File: src/rtl/data_mem_arbiter_if.sv
// Bus bundle between CPU data port, DMA master and the data memory.
// The arbiter takes the slave view; the CPU/DMA/memory side takes the master view.
interface data_mem_arbiter_if #(
  parameter int ADDR_W = 32,
  parameter int DATA_W = 32
);
  logic [ADDR_W-1:0] data_address;
  logic              data_read;
  logic              data_write;
  logic [DATA_W-1:0] data_writedata;
  logic [DATA_W-1:0] data_readdata;

  logic [ADDR_W-1:0] dma_address;
  logic              dma_read;
  logic              dma_write;
  logic [DATA_W-1:0] dma_writedata;
  logic              dma_waitrequest;
  logic [DATA_W-1:0] dma_readdata;
  logic              dma_readdatavalid;

  logic [ADDR_W-1:0] mem_address;
  logic              mem_read;
  logic              mem_write;
  logic [DATA_W-1:0] mem_writedata;
  logic [DATA_W-1:0] mem_readdata;

  modport slave (
    input  data_address, data_read, data_write, data_writedata,
    output data_readdata,
    input  dma_address, dma_read, dma_write, dma_writedata,
    output dma_waitrequest, dma_readdata, dma_readdatavalid,
    output mem_address, mem_read, mem_write, mem_writedata,
    input  mem_readdata
  );

  modport master (
    output data_address, data_read, data_write, data_writedata,
    input  data_readdata,
    output dma_address, dma_read, dma_write, dma_writedata,
    input  dma_waitrequest, dma_readdata, dma_readdatavalid,
    input  mem_address, mem_read, mem_write, mem_writedata,
    output mem_readdata
  );
endinterface

File: src/rtl/data_mem_arbiter.sv
// Two-way arbiter sharing one data memory between the CPU data port and a DMA
// master. Writes finish in the grant cycle; reads hold one wait cycle for data.
module data_mem_arbiter #(
  parameter int ADDR_W = 32,
  parameter int DATA_W = 32
) (
  input  logic clk,
  input  logic reset,
  input  logic clk_enable_in,
  output logic cpu_clk_enable,
  data_mem_arbiter_if.slave bus
);

  typedef enum logic [1:0] {IDLE, WAIT_CPU, WAIT_DMA} state_t;
  typedef enum logic {GNT_CPU, GNT_DMA} grant_t;

  state_t state, nxt_state;
  grant_t last_grant, nxt_grant;

  logic cpu_pend, cpu_req, dma_req;
  logic grant_cpu, grant_dma;

  // A stalled CPU keeps its request up; it is only serviceable when enabled.
  assign cpu_pend = bus.data_read | bus.data_write;
  assign cpu_req  = clk_enable_in & cpu_pend;
  assign dma_req  = bus.dma_read | bus.dma_write;

  always_ff @(posedge clk or negedge reset) begin
    if (!reset) begin
      state      <= IDLE;
      last_grant <= GNT_DMA;
    end else begin
      state      <= nxt_state;
      last_grant <= nxt_grant;
    end
  end

  always_comb begin
    nxt_state = state;
    nxt_grant = last_grant;
    grant_cpu = 1'b0;
    grant_dma = 1'b0;
    // Grants are gated by reset so the memory strobes drop the moment reset asserts.
    if (state == IDLE && reset) begin
      grant_cpu = cpu_req && (!dma_req || last_grant == GNT_DMA);
      grant_dma = dma_req && !grant_cpu;
    end
    case (state)
      IDLE: begin
        if (grant_cpu) begin
          nxt_grant = GNT_CPU;
          if (bus.data_read) nxt_state = WAIT_CPU;
        end else if (grant_dma) begin
          nxt_grant = GNT_DMA;
          if (bus.dma_read) nxt_state = WAIT_DMA;
        end
      end
      WAIT_CPU, WAIT_DMA: nxt_state = IDLE;
      default:            nxt_state = IDLE;
    endcase
  end

  always_comb begin
    bus.mem_address       = {ADDR_W{1'b0}};
    bus.mem_writedata     = {DATA_W{1'b0}};
    bus.mem_read          = 1'b0;
    bus.mem_write         = 1'b0;
    bus.data_readdata     = {DATA_W{1'b0}};
    bus.dma_readdata      = {DATA_W{1'b0}};
    bus.dma_readdatavalid = 1'b0;
    bus.dma_waitrequest   = !grant_dma;
    cpu_clk_enable        = 1'b0;

    // Read wins when a requester raises read and write together.
    if (grant_cpu) begin
      bus.mem_address   = bus.data_address;
      bus.mem_writedata = bus.data_writedata;
      bus.mem_read      = bus.data_read;
      bus.mem_write     = bus.data_write & ~bus.data_read;
    end else if (grant_dma) begin
      bus.mem_address   = bus.dma_address;
      bus.mem_writedata = bus.dma_writedata;
      bus.mem_read      = bus.dma_read;
      bus.mem_write     = bus.dma_write & ~bus.dma_read;
    end

    if (reset) begin
      case (state)
        IDLE: begin
          if (!cpu_pend)                       cpu_clk_enable = clk_enable_in;
          else if (grant_cpu && !bus.data_read) cpu_clk_enable = clk_enable_in;
        end
        WAIT_CPU: begin
          bus.data_readdata = bus.mem_readdata;
          cpu_clk_enable    = clk_enable_in;
        end
        WAIT_DMA: begin
          bus.dma_readdata      = bus.mem_readdata;
          bus.dma_readdatavalid = 1'b1;
          cpu_clk_enable        = cpu_pend ? 1'b0 : clk_enable_in;
        end
        default: cpu_clk_enable = 1'b0;
      endcase
    end
  end

endmodule

File: src/flat_wrapper.sv
// flat-port wrapper written by rule: the top's interface ports become plain ports
module data_mem_arbiter_flat 
#(
  parameter int ADDR_W = 32,
  parameter int DATA_W = 32
)
  (clk, reset, clk_enable_in, cpu_clk_enable, bus_data_address, bus_data_read, bus_data_write, bus_data_writedata, bus_data_readdata, bus_dma_address, bus_dma_read, bus_dma_write, bus_dma_writedata, bus_dma_waitrequest, bus_dma_readdata, bus_dma_readdatavalid, bus_mem_address, bus_mem_read, bus_mem_write, bus_mem_writedata, bus_mem_readdata);
  data_mem_arbiter_if #(.ADDR_W(ADDR_W), .DATA_W(DATA_W)) bus_i ();
  input  logic clk;
  input  logic reset;
  input  logic clk_enable_in;
  output logic cpu_clk_enable;
  input wire logic [$bits(bus_i.data_address)-1:0] bus_data_address;
  input wire logic [$bits(bus_i.data_read)-1:0] bus_data_read;
  input wire logic [$bits(bus_i.data_write)-1:0] bus_data_write;
  input wire logic [$bits(bus_i.data_writedata)-1:0] bus_data_writedata;
  output wire logic [$bits(bus_i.data_readdata)-1:0] bus_data_readdata;
  input wire logic [$bits(bus_i.dma_address)-1:0] bus_dma_address;
  input wire logic [$bits(bus_i.dma_read)-1:0] bus_dma_read;
  input wire logic [$bits(bus_i.dma_write)-1:0] bus_dma_write;
  input wire logic [$bits(bus_i.dma_writedata)-1:0] bus_dma_writedata;
  output wire logic [$bits(bus_i.dma_waitrequest)-1:0] bus_dma_waitrequest;
  output wire logic [$bits(bus_i.dma_readdata)-1:0] bus_dma_readdata;
  output wire logic [$bits(bus_i.dma_readdatavalid)-1:0] bus_dma_readdatavalid;
  output wire logic [$bits(bus_i.mem_address)-1:0] bus_mem_address;
  output wire logic [$bits(bus_i.mem_read)-1:0] bus_mem_read;
  output wire logic [$bits(bus_i.mem_write)-1:0] bus_mem_write;
  output wire logic [$bits(bus_i.mem_writedata)-1:0] bus_mem_writedata;
  input wire logic [$bits(bus_i.mem_readdata)-1:0] bus_mem_readdata;
  assign bus_i.data_address = bus_data_address;
  assign bus_i.data_read = bus_data_read;
  assign bus_i.data_write = bus_data_write;
  assign bus_i.data_writedata = bus_data_writedata;
  assign bus_data_readdata = bus_i.data_readdata;
  assign bus_i.dma_address = bus_dma_address;
  assign bus_i.dma_read = bus_dma_read;
  assign bus_i.dma_write = bus_dma_write;
  assign bus_i.dma_writedata = bus_dma_writedata;
  assign bus_dma_waitrequest = bus_i.dma_waitrequest;
  assign bus_dma_readdata = bus_i.dma_readdata;
  assign bus_dma_readdatavalid = bus_i.dma_readdatavalid;
  assign bus_mem_address = bus_i.mem_address;
  assign bus_mem_read = bus_i.mem_read;
  assign bus_mem_write = bus_i.mem_write;
  assign bus_mem_writedata = bus_i.mem_writedata;
  assign bus_i.mem_readdata = bus_mem_readdata;
  data_mem_arbiter #(.ADDR_W(ADDR_W), .DATA_W(DATA_W)) u_core (.clk(clk), .reset(reset), .clk_enable_in(clk_enable_in), .cpu_clk_enable(cpu_clk_enable), .bus(bus_i));
endmodule
File: config.mk
export PLATFORM = sky130hd
export DESIGN_NAME = data_mem_arbiter_flat
export DESIGN_NICKNAME = d
export VERILOG_FILES = /design/src/rtl/data_mem_arbiter_if.sv /design/src/rtl/data_mem_arbiter.sv /design/src/flat_wrapper.sv
export SDC_FILE = /design/constraint.sdc
export NUM_CORES = 1
export LEC_CHECK = 0
export BUFFER_PORTS_ARGS = -buffer_cell sky130_fd_sc_hd__buf_2
export CORE_AREA = 2 2 118 120
export DETAILED_ROUTE_END_ITERATION = 8
export DIE_AREA = 0 0 120 122
export HOLD_SLACK_MARGIN = 0.08
export PLACE_DENSITY = 0.5
export SLEW_MARGIN = 40
export SYNTH_ARGS = -nofsm -noshare
export SYNTH_HDL_FRONTEND = slang
export SYNTH_SLANG_ARGS = --single-unit
File: constraint.sdc
create_clock -name clk -period 1.9 [get_ports clk]
set_input_delay 0.285 -clock clk [delete_from_list [all_inputs] [get_ports clk]]
set_output_delay 0.285 -clock clk [all_outputs]
set_load 0.01 [all_outputs]
==> run metrics <==
count of final hold-check violations=0; fmax=493 MHz; layout cells sized above 1=0.660; Final Max Slew Viols=0; failing checks=negative setup slack; CTS Buf Count=3; Yosys warnings=0; post-DR vias/cell=about 4.6; Longest Clk Path Bufs=2; die height=between 100 and 150 µm; DR pass1 iterations=4; Setup crit start kind=register; port buffer count=299; crit-path cells=nor3b_4, buf_6, o21ai_4, clkbuf_16, o31ai_2, buf_2; crit path max-delay cell type=dfrtp_1; HPWL after DPL=9330 µm; Final Routed Wirelength=13,600 µm; clk_lat worst skew=230 ps; ys flop type=dfrtp_1; CP max FO=11; Mean Syn Cell Area=6.56 µm²; nets@finish=800; Place WS=21.3 ps; clk sinks=3; adder-cell area share of the yosys netlist=0; Synth async-reset ratio=1.00; post-route ant nets=0; Post-Place Cells=about 800; Synth Area in XOR/XNOR=0; first-pass GRT wire length=about 19,000 µm; WHS Path Cells=4; Ant. Diodes=0; Syn Nets=500; DIE AREA=14,600 µm²; sequential area share after synthesis=0.0350; Global Route Usage Sum=0.157; Synth cell types=28; CP Class=register to primary output; arrival time of the worst setup path=roughly 1700 ps; Final WS setup=-128 ps; pin slew with the least headroom to its limit=411 ps; Worst Reg-to-Reg Cells=7; top-count cell post-synth=inv_1; grt ovf=0; worst clock skew=about 3.6 ps; met1 Usage GRT=0.177; I/O pins=300; non-filler cells, final=812; DRT iter0 DRCs=141; WL per Instance=16.8 µm; Max H-tree Level=1; fillers=1,422; starting density of the core=0.162; Post-synth EDFFs=0; period utilization=1.07; max cap viols=0; vias=around 3,800; residual DRC count=0; die width=120 µm; WHS=429 ps; Simple-Gate Fraction of Synth Area=0.219; synthesis-to-layout area growth=132%; RSZ-0062 raised after global routing=yes; Gate Count Post-Synth=between 300 and 400; busiest grt layer=met2; area leader, netlist=o2111ai_1; Bufs and invs on worst path=3; routability cong.=about 0.76; largest family of logic cells by synthesized area=compound AO/OA/AOI/OAI gates; Crit path depth=6; crit-path max cell delay=390 ps; met2 Track Usage GR=0.309; Core Area=13,500 µm²; Pwr Density=about 370 nW/µm²; CTS tree=yes; share of the synthesized area in the top cell type=0.261; Worst setup EP type=primary output; multiplexer share of the synthesized area=0.00516; min Tclk post-route=2030 ps; crit-path leading delay family=buffers and inverters; post-layout util=0.374; Min-Delay Path Class=primary input to register; final number of setup-violating endpoints=67; met3 Use GR=0.0197; vias in the first global route=~3,500; top post-synthesis cells by area=o2111ai_1 (26%), o31ai_1 (19%), and2_1 (18%), inv_1 (12%), o31ai_2 (4.6%); root buffer cell=clkbuf_16; worst path required time=1620 ps; Max IR drop VDD=153 µV; synthesized flop and latch total=3; area fraction in compound gates after synthesis=0.523; Mapped Area=2180 µm²; status=finished with violations; antenna violations before repair=0; largest net degree at the start of global routing=54; Worst slew margin=0.726; top cells by count, synth=inv_1 (67), o2111ai_1 (65), and2_1 (64); Reg clk slew, reported paths=30 ps; row cnt=43; Pleak=2.65 nW
-- kinds of logic (layout without fill, tap and decap cells) --
kind of cell    after synthesis  after routing
buf+inv                     115            413
flops                         3              3
mux                           1              1
compound gates              137            138
simple gates                 77             77
-- cell type report --
class                   count  area (µm²)  share of cell area
inverters                  67         251              0.0498
repair buffers            342        2170               0.428
multi-input cells         216        2260               0.447
well taps                 180         225              0.0446
flip-flops and latches      3        76.3              0.0151
clock buffers               4        78.8              0.0156
-- worst reg2reg max path, stage by stage (launching register included) --
cell and delay [ps]:
dfrtp_1 390, nor3b_4 240, buf_6 160, o21ai_4 120, buf_6 160, buf_4 120, buf_4 120, a22oi_1 130
-- final timing paths --
check | start | endpoint | slack [ps]
max in group asynchronous | reset | u_core.last_grant$_DFFE_PN1P_ | 1130
setup / recovery | u_core.state[0]$_DFFE_PN0P_ | bus_mem_writedata[26] | -130
setup reg to reg | u_core.state[0]$_DFFE_PN0P_ | u_core.last_grant$_DFFE_PN1P_ | 370
hold / removal | clk_enable_in | u_core.state[0]$_DFFE_PN0P_ | 430
hold reg to reg | u_core.last_grant$_DFFE_PN1P_ | u_core.last_grant$_DFFE_PN1P_ | 570
min in group asynchronous | reset | u_core.state[0]$_DFFE_PN0P_ | 590
-- cells in the final DEF, fill, tap and decap left out, drive strengths merged --
cell type / Yosys / routed
o31ai: 64 / 64
or3b: 1 / 1
clkbuf: 25 / 10
inv: 67 / 67
nor3: 1 / 1
o2111ai: 65 / 65
o21ai: 3 / 4
o2bb2ai: 1 / 1
dfrtp: 2 / 2
nand2: 2 / 2
buf: 23 / 335
nand2b: 1 / 1
and2: 64 / 64
o21a: 2 / 2
dlygate4sd3: 0 / 1
dfstp: 1 / 1
nor2: 3 / 3
nor3b: 3 / 3
nand3: 1 / 1
a21oi: 1 / 1
a22oi: 1 / 1
mux2: 1 / 1
and3: 1 / 1
-- flip-flops by register name (all words and copies together) (netlist names) --
| register | cells |
|---|---|
| u_core.last_grant | 1 |
| u_core.state | 2 |
-- report_power, final --
part / internal (W) / leakage [nW] / switching, W
Sequential: 0.0000752 / 0.0376 / 0.0000190
Clock: 0.000278 / 0.0382 / 0.0000667
Combinational: 0.000642 / 2.57 / 0.000810
-- metrics by stage --
stage | instance area, µm² | power, W | TNS, ps
2_1_floorplan | 2180 | 0.000619 | 0
3_3_place_gp | 3990 | 0.00115 | 0
3_5_place_dp | 3990 | 0.00115 | 0
4_1_cts | 4380 | 0.00163 | -5370
5_1_grt | 5050 | 0.00200 | -10000
6_report | 5050 | 0.00189 | -4880
-- per-layer routing --
metal / vias up / part of all wire
li1: 1840 / -
met1: 1745 / 0.39
met2: 183 / 0.54
met3: 7 / 0.060
met4: 0 / 0.0095
met5: - / 0
-- timing repair --
action / in CTS / in global routing
setup endpoints to repair: 100 / 68
hold endpoints to repair: 2 / 0
buffers inserted: 7 / 5
pin swaps: 4 / 17
cloned: 3 / 7
resized for setup: 36 / 88
hold buffers: 1 / 0
Note: power is estimated with default switching activity, not from simulation.
